`src/rtl/fetch_unit_if.sv`:
```
// Fetch stage bus: hazard/redirect controls in, instruction memory
// address/data, and the IF/ID pipeline register out to decode.
interface fetch_unit_if #(
    parameter int PC_W    = 8,
    parameter int INSTR_W = 16
);
    logic               stall;
    logic               branch_taken;
    logic [PC_W-1:0]    branch_target;
    logic               jump;
    logic [PC_W-1:0]    jump_target;
    logic               halt_req;
    logic [PC_W-1:0]    pc_out;
    logic [INSTR_W-1:0] instr_in;
    logic [INSTR_W-1:0] if_id_instr;
    logic [PC_W-1:0]    if_id_pc;
    logic               if_id_valid;
    logic               halted;
    logic [15:0]        fetch_count;

    // Drives controls and memory data into the fetch stage
    modport master (
        output stall, branch_taken, branch_target, jump, jump_target,
               halt_req, instr_in,
        input  pc_out, if_id_instr, if_id_pc, if_id_valid, halted,
               fetch_count
    );

    // The fetch stage itself
    modport slave (
        input  stall, branch_taken, branch_target, jump, jump_target,
               halt_req, instr_in,
        output pc_out, if_id_instr, if_id_pc, if_id_valid, halted,
               fetch_count
    );
endinterface

```
`src/rtl/fetch_unit.sv`:
```
// Instruction fetch stage: owns the PC, addresses instruction memory and
// fills the IF/ID register. Handles stall, redirect with wrong-path
// flush, and a sticky halt that only reset can clear.
module fetch_unit #(
    parameter int              PC_W     = 8,
    parameter int              INSTR_W  = 16,
    parameter logic [PC_W-1:0] RESET_PC = '0
) (
    input logic          clk,
    input logic          reset,
    fetch_unit_if.slave  bus
);

    typedef enum logic [1:0] {
        BOOT   = 2'd0,
        RUN    = 2'd1,
        HALTED = 2'd2
    } state_t;

    state_t             state_q, state_d;
    logic [PC_W-1:0]    pc_q, pc_d;
    logic [INSTR_W-1:0] instr_q, instr_d;
    logic [PC_W-1:0]    if_pc_q, if_pc_d;
    logic               valid_q, valid_d;
    logic               halted_q, halted_d;
    logic [15:0]        count_q, count_d;

    // Next-state logic; redirect outranks halt, which outranks stall
    always_comb begin
        state_d  = state_q;
        pc_d     = pc_q;
        instr_d  = instr_q;
        if_pc_d  = if_pc_q;
        valid_d  = valid_q;
        halted_d = halted_q;
        count_d  = count_q;
        case (state_q)
            BOOT: begin
                state_d = RUN;
                valid_d = 1'b0;
            end
            RUN: begin
                if (bus.jump || bus.branch_taken) begin
                    pc_d    = bus.jump ? bus.jump_target : bus.branch_target;
                    valid_d = 1'b0;
                    instr_d = '0;
                end else if (bus.halt_req) begin
                    valid_d  = 1'b0;
                    instr_d  = '0;
                    halted_d = 1'b1;
                    state_d  = HALTED;
                end else if (!bus.stall) begin
                    instr_d = bus.instr_in;
                    if_pc_d = pc_q;
                    valid_d = 1'b1;
                    pc_d    = pc_q + PC_W'(1);
                    count_d = count_q + 16'd1;
                end
            end
            HALTED: begin
                valid_d  = 1'b0;
                halted_d = 1'b1;
            end
            default: begin
                state_d = BOOT;
            end
        endcase
    end

    // State and registered outputs; reset is asynchronous
    always_ff @(posedge clk or posedge reset) begin
        if (reset) begin
            state_q  <= BOOT;
            pc_q     <= RESET_PC;
            instr_q  <= '0;
            if_pc_q  <= '0;
            valid_q  <= 1'b0;
            halted_q <= 1'b0;
            count_q  <= '0;
        end else begin
            state_q  <= state_d;
            pc_q     <= pc_d;
            instr_q  <= instr_d;
            if_pc_q  <= if_pc_d;
            valid_q  <= valid_d;
            halted_q <= halted_d;
            count_q  <= count_d;
        end
    end

    assign bus.pc_out      = pc_q;
    assign bus.if_id_instr = instr_q;
    assign bus.if_id_pc    = if_pc_q;
    assign bus.if_id_valid = valid_q;
    assign bus.halted      = halted_q;
    assign bus.fetch_count = count_q;

endmodule

```
`src/flat_wrapper.sv`:
```
// flat-port wrapper written by rule: the top's interface ports become plain ports
module fetch_unit_flat 
#(
    parameter int              PC_W     = 8,
    parameter int              INSTR_W  = 16,
    parameter logic [PC_W-1:0] RESET_PC = '0
)
  (clk, reset, bus_stall, bus_branch_taken, bus_branch_target, bus_jump, bus_jump_target, bus_halt_req, bus_instr_in, bus_pc_out, bus_if_id_instr, bus_if_id_pc, bus_if_id_valid, bus_halted, bus_fetch_count);
  fetch_unit_if #(.PC_W(PC_W), .INSTR_W(INSTR_W)) bus_i ();
  input logic clk;
  input logic reset;
  input wire logic [$bits(bus_i.stall)-1:0] bus_stall;
  input wire logic [$bits(bus_i.branch_taken)-1:0] bus_branch_taken;
  input wire logic [$bits(bus_i.branch_target)-1:0] bus_branch_target;
  input wire logic [$bits(bus_i.jump)-1:0] bus_jump;
  input wire logic [$bits(bus_i.jump_target)-1:0] bus_jump_target;
  input wire logic [$bits(bus_i.halt_req)-1:0] bus_halt_req;
  input wire logic [$bits(bus_i.instr_in)-1:0] bus_instr_in;
  output wire logic [$bits(bus_i.pc_out)-1:0] bus_pc_out;
  output wire logic [$bits(bus_i.if_id_instr)-1:0] bus_if_id_instr;
  output wire logic [$bits(bus_i.if_id_pc)-1:0] bus_if_id_pc;
  output wire logic [$bits(bus_i.if_id_valid)-1:0] bus_if_id_valid;
  output wire logic [$bits(bus_i.halted)-1:0] bus_halted;
  output wire logic [$bits(bus_i.fetch_count)-1:0] bus_fetch_count;
  assign bus_i.stall = bus_stall;
  assign bus_i.branch_taken = bus_branch_taken;
  assign bus_i.branch_target = bus_branch_target;
  assign bus_i.jump = bus_jump;
  assign bus_i.jump_target = bus_jump_target;
  assign bus_i.halt_req = bus_halt_req;
  assign bus_i.instr_in = bus_instr_in;
  assign bus_pc_out = bus_i.pc_out;
  assign bus_if_id_instr = bus_i.if_id_instr;
  assign bus_if_id_pc = bus_i.if_id_pc;
  assign bus_if_id_valid = bus_i.if_id_valid;
  assign bus_halted = bus_i.halted;
  assign bus_fetch_count = bus_i.fetch_count;
  fetch_unit #(.PC_W(PC_W), .INSTR_W(INSTR_W), .RESET_PC(RESET_PC)) u_core (.clk(clk), .reset(reset), .bus(bus_i));
endmodule
```
`config.mk`:
```
export PLATFORM = sky130hd
export DESIGN_NAME = fetch_unit_flat
export DESIGN_NICKNAME = d
export VERILOG_FILES = /design/src/rtl/fetch_unit_if.sv /design/src/rtl/fetch_unit.sv /design/src/flat_wrapper.sv
export SDC_FILE = /design/constraint.sdc
export NUM_CORES = 1
export LEC_CHECK = 0
export CAP_MARGIN = 20
export CORE_AREA = 2 2 68 83
export DETAILED_ROUTE_END_ITERATION = 8
export DIE_AREA = 0 0 70 85
export HOLD_SLACK_MARGIN = 0.06
export MAX_ROUTING_LAYER = met4
export PLACE_DENSITY_LB_ADDON = 0.1
export REMOVE_ABC_BUFFERS = 1
export SLEW_MARGIN = 20
export SYNTH_ARGS = -nofsm -noshare
export SYNTH_HDL_FRONTEND = slang
export SYNTH_SLANG_ARGS = --single-unit
```
`constraint.sdc`:
```
create_clock -name clk -period 4.4 [get_ports clk]
set_clock_uncertainty 0.1 [all_clocks]
set_input_delay 0.88 -clock clk [delete_from_list [all_inputs] [get_ports clk]]
set_output_delay 0.88 -clock clk [all_outputs]
set_load 0.02 [all_outputs]
```
==> impl_metrics.json, run 1 <==
{
  "grt-ovfl-total": 0,
  "ys_types": 41,
  "dr.pass1.iters": 4,
  "h-tree-depth": 2,
  "wire_per_inst_um": 14.48,
  "synth_compound_area_share_pct": 13.31,
  "reg2reg_to": "u_core.bus.if_id_pc[4]",
  "post-cts-setup-buffers": 0,
  "ff2ff_path_depth": 4,
  "syn2layout_area_growth_pct": 44.04,
  "wl_met1_mm": 2.377,
  "grt_pass1_vias": 1776,
  "fin_crit_sh_pct": 68.91,
  "routed_wl_mm": 5.110,
  "vias": 1849,
  "drc": 0,
  "crit_path_max_fanout": 16,
  "min_to": "u_core.bus.fetch_count[15]",
  "cts_max_path_buffers": 2,
  "layout.nets": 330,
  "clkPwrFrac_pct": 25.7,
  "final_area_um2": 3372,
  "n_fill_cell": 408,
  "grt_setup_unrepaired": "false",
  "syn_inst": 202,
  "fp.coreArea_um2": 5152,
  "hold_viol_final": 0,
  "synth_top_family_by_area": "simple AND/OR/NAND/NOR gates",
  "max-cap-violations": 0,
  "hold_buffers": 0,
  "final_core_utilization_pct": 65.44,
  "min_period_ns": 3.032,
  "met3_length_um": 268,
  "clock-sinks": 52,
  "drive_gt1_share_pct": 9.278,
  "r2r_start": "u_core.state_q[1]",
  "fin_ws_ns": 1.368,
  "grt_pass1_wl_mm": 8.659,
  "power_leakage_uw": 0.001491,
  "final.setup.tns_ns": 0,
  "drtIter0Drc": 136,
  "insertion_delay_ns": 0.29,
  "die_x_um": 70,
  "cts_made_buffers": 5,
  "fin_cells": 353,
  "start_kind": "input port",
  "ctsRootBufferMaster": "clkbuf_8",
  "status": "finished clean",
  "rrSetupSlack_ns": 2.45,
  "start_util_pct": 45.43,
  "tightest_slew_ns": 0.8706,
  "sequentialPowerShare_pct": 45.1,
  "top_layer_used": "met4",
  "worstPathRequired_ns": 4.48,
  "antenna_left": 0,
  "cp-end-kind": "register",
  "grt_usage_pct": 18.34,
  "yosys.area_share.adder_pct": 1.069,
  "hp-start": "u_core.bus.fetch_count[15]",
  "drv_slew": 0,
  "dieArea_um2": 5950,
  "viasPerCell": 5.238,
  "antenna_cells": 0,
  "fmax_ghz": 0.3298,
  "synth-seq-cells": 52,
  "finalSetupViolations": 0,
  "internal_power_uw": 952.5,
  "pwr-share-comb_pct": 29.2,
  "place.detailed.instances": 345,
  "io_pins": 88,
  "vdd_drop_max_uv": 325.7,
  "worstPathArrival_ns": 3.11,
  "synth_edf_count": 0,
  "avgSynthCellArea_um2": 11.59,
  "synth_area_um2": 2341,
  "dr_wl_met2_mm": 2.433,
  "ctsResizeCount": 0,
  "power.switching_uw": 400.1,
  "grt_max_degree": 53,
  "die_y_um": 85,
  "core.rowCount": 29,
  "synth-seq-area-share_pct": 55.59,
  "synth_xor_area_share_pct": 5.612,
  "async_reset_ff_share_pct": 100.0,
  "portBuffers": 87,
  "slew_headroom_pct": 41.89,
  "path_clk_slew_ns": 0.09,
  "synthMuxAreaShare_pct": 6.467,
  "holdPathStages": 1,
  "yosys.area_share.simple_pct": 14.59,
  "synth_warnings": 0,
  "p_sw_share_pct": 29.58,
  "pre_cts_slack_ns": 1.030,
  "power_density_nw_per_um2": 401.1,
  "place_congestion": 0.8217,
  "antenna_found_initial": 0,
  "ys.flop_type": "dfrtp_1",
  "dp_hpwl_mm": 3.737,
  "tritoncts": "yes",
  "min_path_type": "reg -> reg",
  "crit_type": "in -> reg",
  "dpl_cell_area_um2": 3244
}
==> per-stage QoR <==
stage	hold WS (ns)	total power, uW
2_1_floorplan	0.3752	806.5
4_1_cts	0.3728	1367
6_report	0.3661	1353
3_5_place_dp	0.3607	1017
5_1_grt	0.3863	1426
3_3_place_gp	0.3572	1013
==> metal layers <==
| metal | up-vias | track usage, % |
|---|---|---|
| li1 | 901 | - |
| met1 | 888 | 25.58 |
| met2 | 56 | 27.71 |
| met3 | 4 | 4.038 |
| met4 | 0 | 4.196 |
| met5 | - | - |
==> power groups by stage <==
stage	Combinational (uW)	Sequential [uW]	Clock (uW)
6_report	395	610	347
5_1_grt	421	624	380
3_5_place_dp	398	619	0
2_1_floorplan	117	690	0
3_3_place_gp	394	619	0
4_1_cts	399	611	356
==> how the worst max path moves through the flow <==
stage | start | to | slack [ns] | depth (start not counted)
after global placement | bus_jump | u_core.bus.if_id_pc[5] | 1.08 | 5
after detailed placement | bus_jump | u_core.bus.if_id_pc[4] | 1.03 | 5
after CTS | bus_jump | u_core.bus.if_id_pc[4] | 1.34 | 5
after global routing | bus_jump | u_core.bus.if_id_pc[4] | 1.22 | 5
after floorplan | bus_branch_taken | u_core.bus.fetch_count[1] | 1.84 | 3
final | bus_jump | u_core.bus.if_id_pc[4] | 1.37 | 5
==> synth_stat cells, drive strengths merged (6+ instances only) <==
cell	count	share of area (%)
xor2	11	4.1
dfrtp	52	56
a21oi	9	1.9
mux2	9	4.3
o21ai	7	1.5
nand3	6	1.3
nand2	18	2.9
nor2	13	2.2
a22o	16	6.0
nor3	6	1.8
buf	7	2.4
==> kinds of logic after synthesis <==
logic type | count (synthesis)
AOI/OAI and AO/OA | 43
DFF | 52
adders and majority gates | 2
and+or+nand+nor | 63
muxes | 14
xor gates and xnor gates | 15
buffers and inverters | 13
==> sequential cells by signal, summed over array words and instances, names as in the netlist <==
register	cells
u_core.bus.fetch_count	16
u_core.bus.halted	1
u_core.bus.if_id_instr	16
u_core.bus.if_id_pc	8
u_core.bus.if_id_valid	1
u_core.bus.pc_out	8
u_core.state_q	2
==> layout make-up <==
class | count | area [um2] | share of cell area (%)
clock buffers | 7 | 96.34 | 2.857
clock inverters | 1 | 30.03 | 0.8905
inverters | 5 | 20.02 | 0.5937
multi-input cells | 137 | 960.9 | 28.50
flip-flops and latches | 52 | 1301 | 38.59
well taps | 62 | 77.57 | 2.301
repair buffers | 89 | 885.9 | 26.27
==> worst max-delay path: stages <==
cell and delay (ns):
clkdlybuf4s50_1 0.72, or2_1 0.49, nor3_4 0.37, buf_4 0.29, mux2_2 0.35
==> layout by cell type (no fill, tap or decap), types with 5 or more instances in the layout <==
master and instances:
clkdlybuf4s50_1 87, nand4_1 5, nand3_1 6, mux2_2 9, nand2_1 18, o21ai_0 7
xor2_1 11, dfrtp_1 52, a21oi_1 9, nor3_1 5, clkbuf_8 7, nor2_1 12
mux2i_1 5, a22o_1 16
(Power assumes the default switching activity.)
==> run 2: changes to the inputs <==
Settings changed: CORE_AREA 2 2 68 83 to 2 2 73 89, DIE_AREA 0 0 70 85 to 0 0 75 91.
Clock period 4.4 ns to 2.55 ns, I/O delays scaled along.
==> run 2 against run 1 <==
  * Global-route usage shrank 0.28 points
  * Worst setup slack got worse by 0.95 ns
  * Critical path depth unchanged
  * Sequential share of layout area fell by 0.59 points
  * First-iteration DRC count down 38%
  * Total power up 65%
  * Count of clock-buffer cells in the layout down 1
  * Clock power rose by 37%
  * Sequential cell count did not move
  * Critical path type unchanged
  * Largest cell class unchanged
==> impl_metrics.json, run 2 (synthesis results as in run 1) <==
{
  "status": "finished clean",
  "routed_wl_mm": 5.427,
  "min_period_ns": 2.132,
  "final_common_cell": "clkdlybuf4s50_1",
  "fin_crit_sh_pct": 83.61,
  "worstPathRequired_ns": 2.64,
  "final_core_utilization_pct": 57.71,
  "portBuffers": 87,
  "drtIter0Drc": 85,
  "worstPathArrival_ns": 2.22,
  "start_kind": "input port",
  "insertion_delay_ns": 0.30,
  "dr.pass1.iters": 4,
  "clkPwrFrac_pct": 21.3,
  "crit_path_max_fanout": 31,
  "ctsResizeCount": 0,
  "tightest_slew_ns": 0.4340,
  "slew_headroom_pct": 71.07,
  "p_sw_share_pct": 31.74,
  "place_congestion": 0.8250,
  "vdd_drop_max_uv": 472.4,
  "drc": 0,
  "cp-end-kind": "register",
  "pre_cts_slack_ns": 0.09681,
  "r2r_start": "u_core.state_q[1]",
  "grt_setup_unrepaired": "false",
  "grt_usage_pct": 18.06,
  "fmax_ghz": 0.4690,
  "pwr-share-comb_pct": 31.5,
  "grt-ovfl-total": 0,
  "layout.nets": 335,
  "antenna_left": 0,
  "sequentialPowerShare_pct": 47.2,
  "power.switching_uw": 709.3,
  "cp_cell_sequence": "clkdlybuf4s50_1 > or2_1 > nor3_4 > buf_12 > mux2_2",
  "place.detailed.instances": 370,
  "reg2reg_to": "u_core.bus.if_id_pc[5]",
  "clock-sinks": 52,
  "power_leakage_uw": 0.001509,
  "fin_ws_ns": 0.4180,
  "internal_power_uw": 1525,
  "holdPathStages": 1,
  "crit_type": "in -> reg",
  "finalSetupViolations": 0,
  "hold_buffers": 0,
  "h-tree-depth": 2,
  "fp.coreArea_um2": 5934,
  "antenna_found_initial": 0,
  "p_total_uw": 2235,
  "slowest_stage": "clkdlybuf4s50_1",
  "start_util_pct": 39.45,
  "wire_per_inst_um": 14.36,
  "syn2layout_area_growth_pct": 46.29,
  "dieArea_um2": 6825,
  "ff2ff_path_depth": 4,
  "grt_pass1_wl_mm": 9.342,
  "power_density_nw_per_um2": 652.6,
  "grt_max_degree": 53,
  "antenna_cells": 0,
  "io_pins": 88,
  "post-cts-setup-buffers": 0,
  "hold_viol_final": 0,
  "drive_gt1_share_pct": 10.81,
  "core.rowCount": 31,
  "tritoncts": "yes",
  "min_to": "u_core.bus.halted",
  "cts_max_path_buffers": 2,
  "die_x_um": 75,
  "grt_pass1_vias": 1917,
  "drv_slew": 0,
  "dp_hpwl_mm": 3.957,
  "vias": 1864,
  "viasPerCell": 4.931,
  "final.setup.tns_ns": 0,
  "fin_cells": 378,
  "max_stage_delay_ns": 0.58,
  "die_y_um": 91,
  "hp-start": "u_core.bus.halted",
  "path_clk_slew_ns": 0.08,
  "rrSetupSlack_ns": 0.84,
  "cts_made_buffers": 5,
  "crit_path_start": "bus_branch_taken",
  "final_cell_mix": "87 x clkdlybuf4s50_1, 52 x dfrtp_1, 18 x nand2_1",
  "min_path_type": "reg -> reg",
  "ctsRootBufferMaster": "clkbuf_8",
  "max-cap-violations": 0
}
## run 2: changes by cell type in the layout (fill, tap and decap cells not counted), sizes merged
cell    delta
clkbuf     -1
buf        +5
inv        +1
clkinv     +1
bufinv     -1
## run 2: worst max-delay path: cells and delay by family
family,cells,cell delay [ns]
buffers and inverters,2,0.79
AND/OR/NAND/NOR,2,0.56
multiplexers,1,0.35
## run 2: routing by layer
metal / global-route usage [%] / part of all wire [%] / vias up
met5: - / 0 / -
met4: 4.613 / 1.3 / 0
met3: 4.883 / 5.8 / 6
met2: 28.22 / 50 / 49
met1: 23.10 / 42 / 902
li1: - / - / 907
## run 2: area by class of cell
cell class / count / area, um2
inverters: 5 / 18.77
well taps: 82 / 102.6
fillers: 510 / 2510
repair buffers: 94 / 948.4
flip-flops and latches: 52 / 1301
clock buffers: 6 / 82.58
clock inverters: 2 / 10.01
multi-input cells: 137 / 960.9
## run 2: power by group through the flow
stage / clock [uW] / sequential (uW) / combinational, uW
2_1_floorplan: 0 / 1190 / 202
3_3_place_gp: 0 / 1070 / 704
3_5_place_dp: 0 / 1070 / 713
4_1_cts: 497 / 1060 / 717
5_1_grt: 528 / 1080 / 764
6_report: 476 / 1050 / 704
## run 2: worst max-delay path by stage
stage / slack [ns] / end
after detailed placement: 0.1 / u_core.bus.if_id_pc[2]
after CTS: 0.42 / u_core.bus.if_id_pc[2]
final: 0.42 / u_core.bus.if_id_pc[5]
after global routing: 0.32 / u_core.bus.fetch_count[14]
after floorplan: 0.36 / u_core.bus.fetch_count[1]
after global placement: 0.12 / u_core.bus.if_id_pc[7]
## run 2: stage by stage
step                hold WS [ns]  instance area (um2)
floorplan                 0.3752                 2281
global placement          0.3583                 3332
global route              0.4010                 3425
finish                    0.3776                 3425
detailed placement        0.3624                 3332
CTS                       0.3801                 3425
==> RTL edit, RTL diff (flow settings as in run 1) <==
`INSTR_W` is set to 16 in 3 places; all go to 24.
--- a/src/rtl/fetch_unit_if.sv
+++ b/src/rtl/fetch_unit_if.sv
@@ -3,5 +3,5 @@
 interface fetch_unit_if #(
     parameter int PC_W    = 8,
-    parameter int INSTR_W = 16
+    parameter int INSTR_W = 24
 );
     logic               stall;
--- a/src/rtl/fetch_unit.sv
+++ b/src/rtl/fetch_unit.sv
@@ -4,5 +4,5 @@
 module fetch_unit #(
     parameter int              PC_W     = 8,
-    parameter int              INSTR_W  = 16,
+    parameter int              INSTR_W  = 24,
     parameter logic [PC_W-1:0] RESET_PC = '0
 ) (
--- a/src/flat_wrapper.sv
+++ b/src/flat_wrapper.sv
@@ -3,5 +3,5 @@
 #(
     parameter int              PC_W     = 8,
-    parameter int              INSTR_W  = 16,
+    parameter int              INSTR_W  = 24,
     parameter logic [PC_W-1:0] RESET_PC = '0
 )
Ports: changed (resized bus_if_id_instr and bus_instr_in); port bits go from 88 to 104. No check against the original RTL was run, so the function may have changed too.
==> RTL edit against run 1 <==
  * Sequential cell count rose by 8
  * Sequential share of layout area up 0.35 points
  * Highest routed layer unchanged
  * Setup slack gained 0.016 ns
  * Wire length increased by 22%
  * Count of clock-buffer cells in the layout rose by 5
  * Final area grew 14%
  * Final cell count up 9.9%
  * Total power increased by 20%
  * Synthesized area increased by 10%
==> RTL edit: results (changes against run 1) <==
Routed vias/inst: 5.53 (+5.6%)
Post-DP HPWL: 4430 um (+18%)
Max-slew headroom: 0.467 (+0.0478)
WHS: 0.377 ns (+0.0108 ns)
R2R Setup Slk: 2.07 ns (-0.38 ns)
VDD IR max: 0.315 mV (-3.2%)
Global-route wire length before repair: 10200 um (+18%)
CTS clk-pin slew, worst paths: 0.07 ns (-0.02 ns)
P_sw: 0.493 mW (+23%)
Detailed Route WL: 6210 um (+22%)
CP max-delay cell: nor2_4
DR iter-0 viols: 104 (-24%)
Hold Path End: u_core.bus.halted
H-tree depth: 3 (+1)
Most frequent cells after synthesis: dfrtp_1, a22o_1, a21oi_1
Worst hold path startpoint: u_core.bus.halted
Run status: complete, no violations
Nets: 369 (+12%)
GP Congestion: 0.891 (+8.5%)
Crit-path max cell delay: 0.68 ns (-0.04 ns)
Layout cells sized above 1: 0.0644 (-0.0284)
WP data arrival: 3.18 ns (+0.07 ns)
CP top delay family: simple AND/OR/NAND/NOR gates
Placed inst area: 3650 um2 (+13%)
Vias in the first global route: 2001 (+13%)
[RTL edit: through the flow]
stage               std cells  total power [mW]  setup WS [ns]
global placement          372              1.12           1.12
detailed placement        372              1.12           1.04
CTS                       388              1.63           1.39
finish                    388              1.62           1.38
global route              388              1.70           1.23
floorplan                 205             0.893           1.82
[RTL edit: power by group through the flow]
stage,registers (mW),logic (mW),clock network [mW]
final,0.693,0.420,0.504
after global routing,0.705,0.451,0.543
after CTS,0.694,0.424,0.513
after detailed placement,0.702,0.422,0
after global placement,0.702,0.416,0
after floorplan,0.773,0.120,0
[RTL edit: metal layers]
metal,vias to the layer above,GRT usage,routed length (um)
li1,1005,-,-
met1,1028,0.290,2690
met2,97,0.340,2960
met3,17,0.0629,394
met4,0,0.0909,165
met5,-,-,0
[RTL edit: cell families (layout without fill, tap and decap cells)]
| group | after synthesis | after routing | synth area share |
|---|---|---|---|
| AOI/OAI and AO/OA | 59 | 59 | 0.164 |
| xor gates and xnor gates | 15 | 15 | 0.0509 |
| adders and majority gates | 2 | 2 | 0.00970 |
| buffers and inverters | 17 | 127 | 0.0277 |
| DFF | 60 | 60 | 0.582 |
| muxes | 12 | 12 | 0.0509 |
| and+or+nand+nor | 51 | 51 | 0.115 |
[RTL edit: worst max path at each step]
stage / from / to / slack, ns
CTS: bus_jump / u_core.bus.if_id_instr[23] / 1.39
global placement: bus_jump / u_core.bus.if_id_instr[14] / 1.12
detailed placement: bus_jump / u_core.bus.if_id_instr[23] / 1.04
finish: bus_jump / u_core.bus.if_id_instr[23] / 1.38
global route: bus_jump / u_core.bus.if_id_instr[23] / 1.23
floorplan: bus_halt_req / u_core.bus.if_id_pc[0] / 1.82
[RTL edit: worst reg2reg max path, cell delays in order (launching register included)]
cell     delay [ns]
dfrtp_1        0.43
or4b_4         0.59
nor2_4         0.63
buf_4          0.33
a22o_1         0.18
[RTL edit: cell type report]
type	instances	area, um2	share of cell area
clock buffers	12	155	0.0402
well taps	62	77.6	0.0201
clock inverters	4	47.5	0.0123
multi-input cells	139	1010	0.261
flip-flops and latches	60	1500	0.389
repair buffers	105	1050	0.271
inverters	6	22.5	0.00584
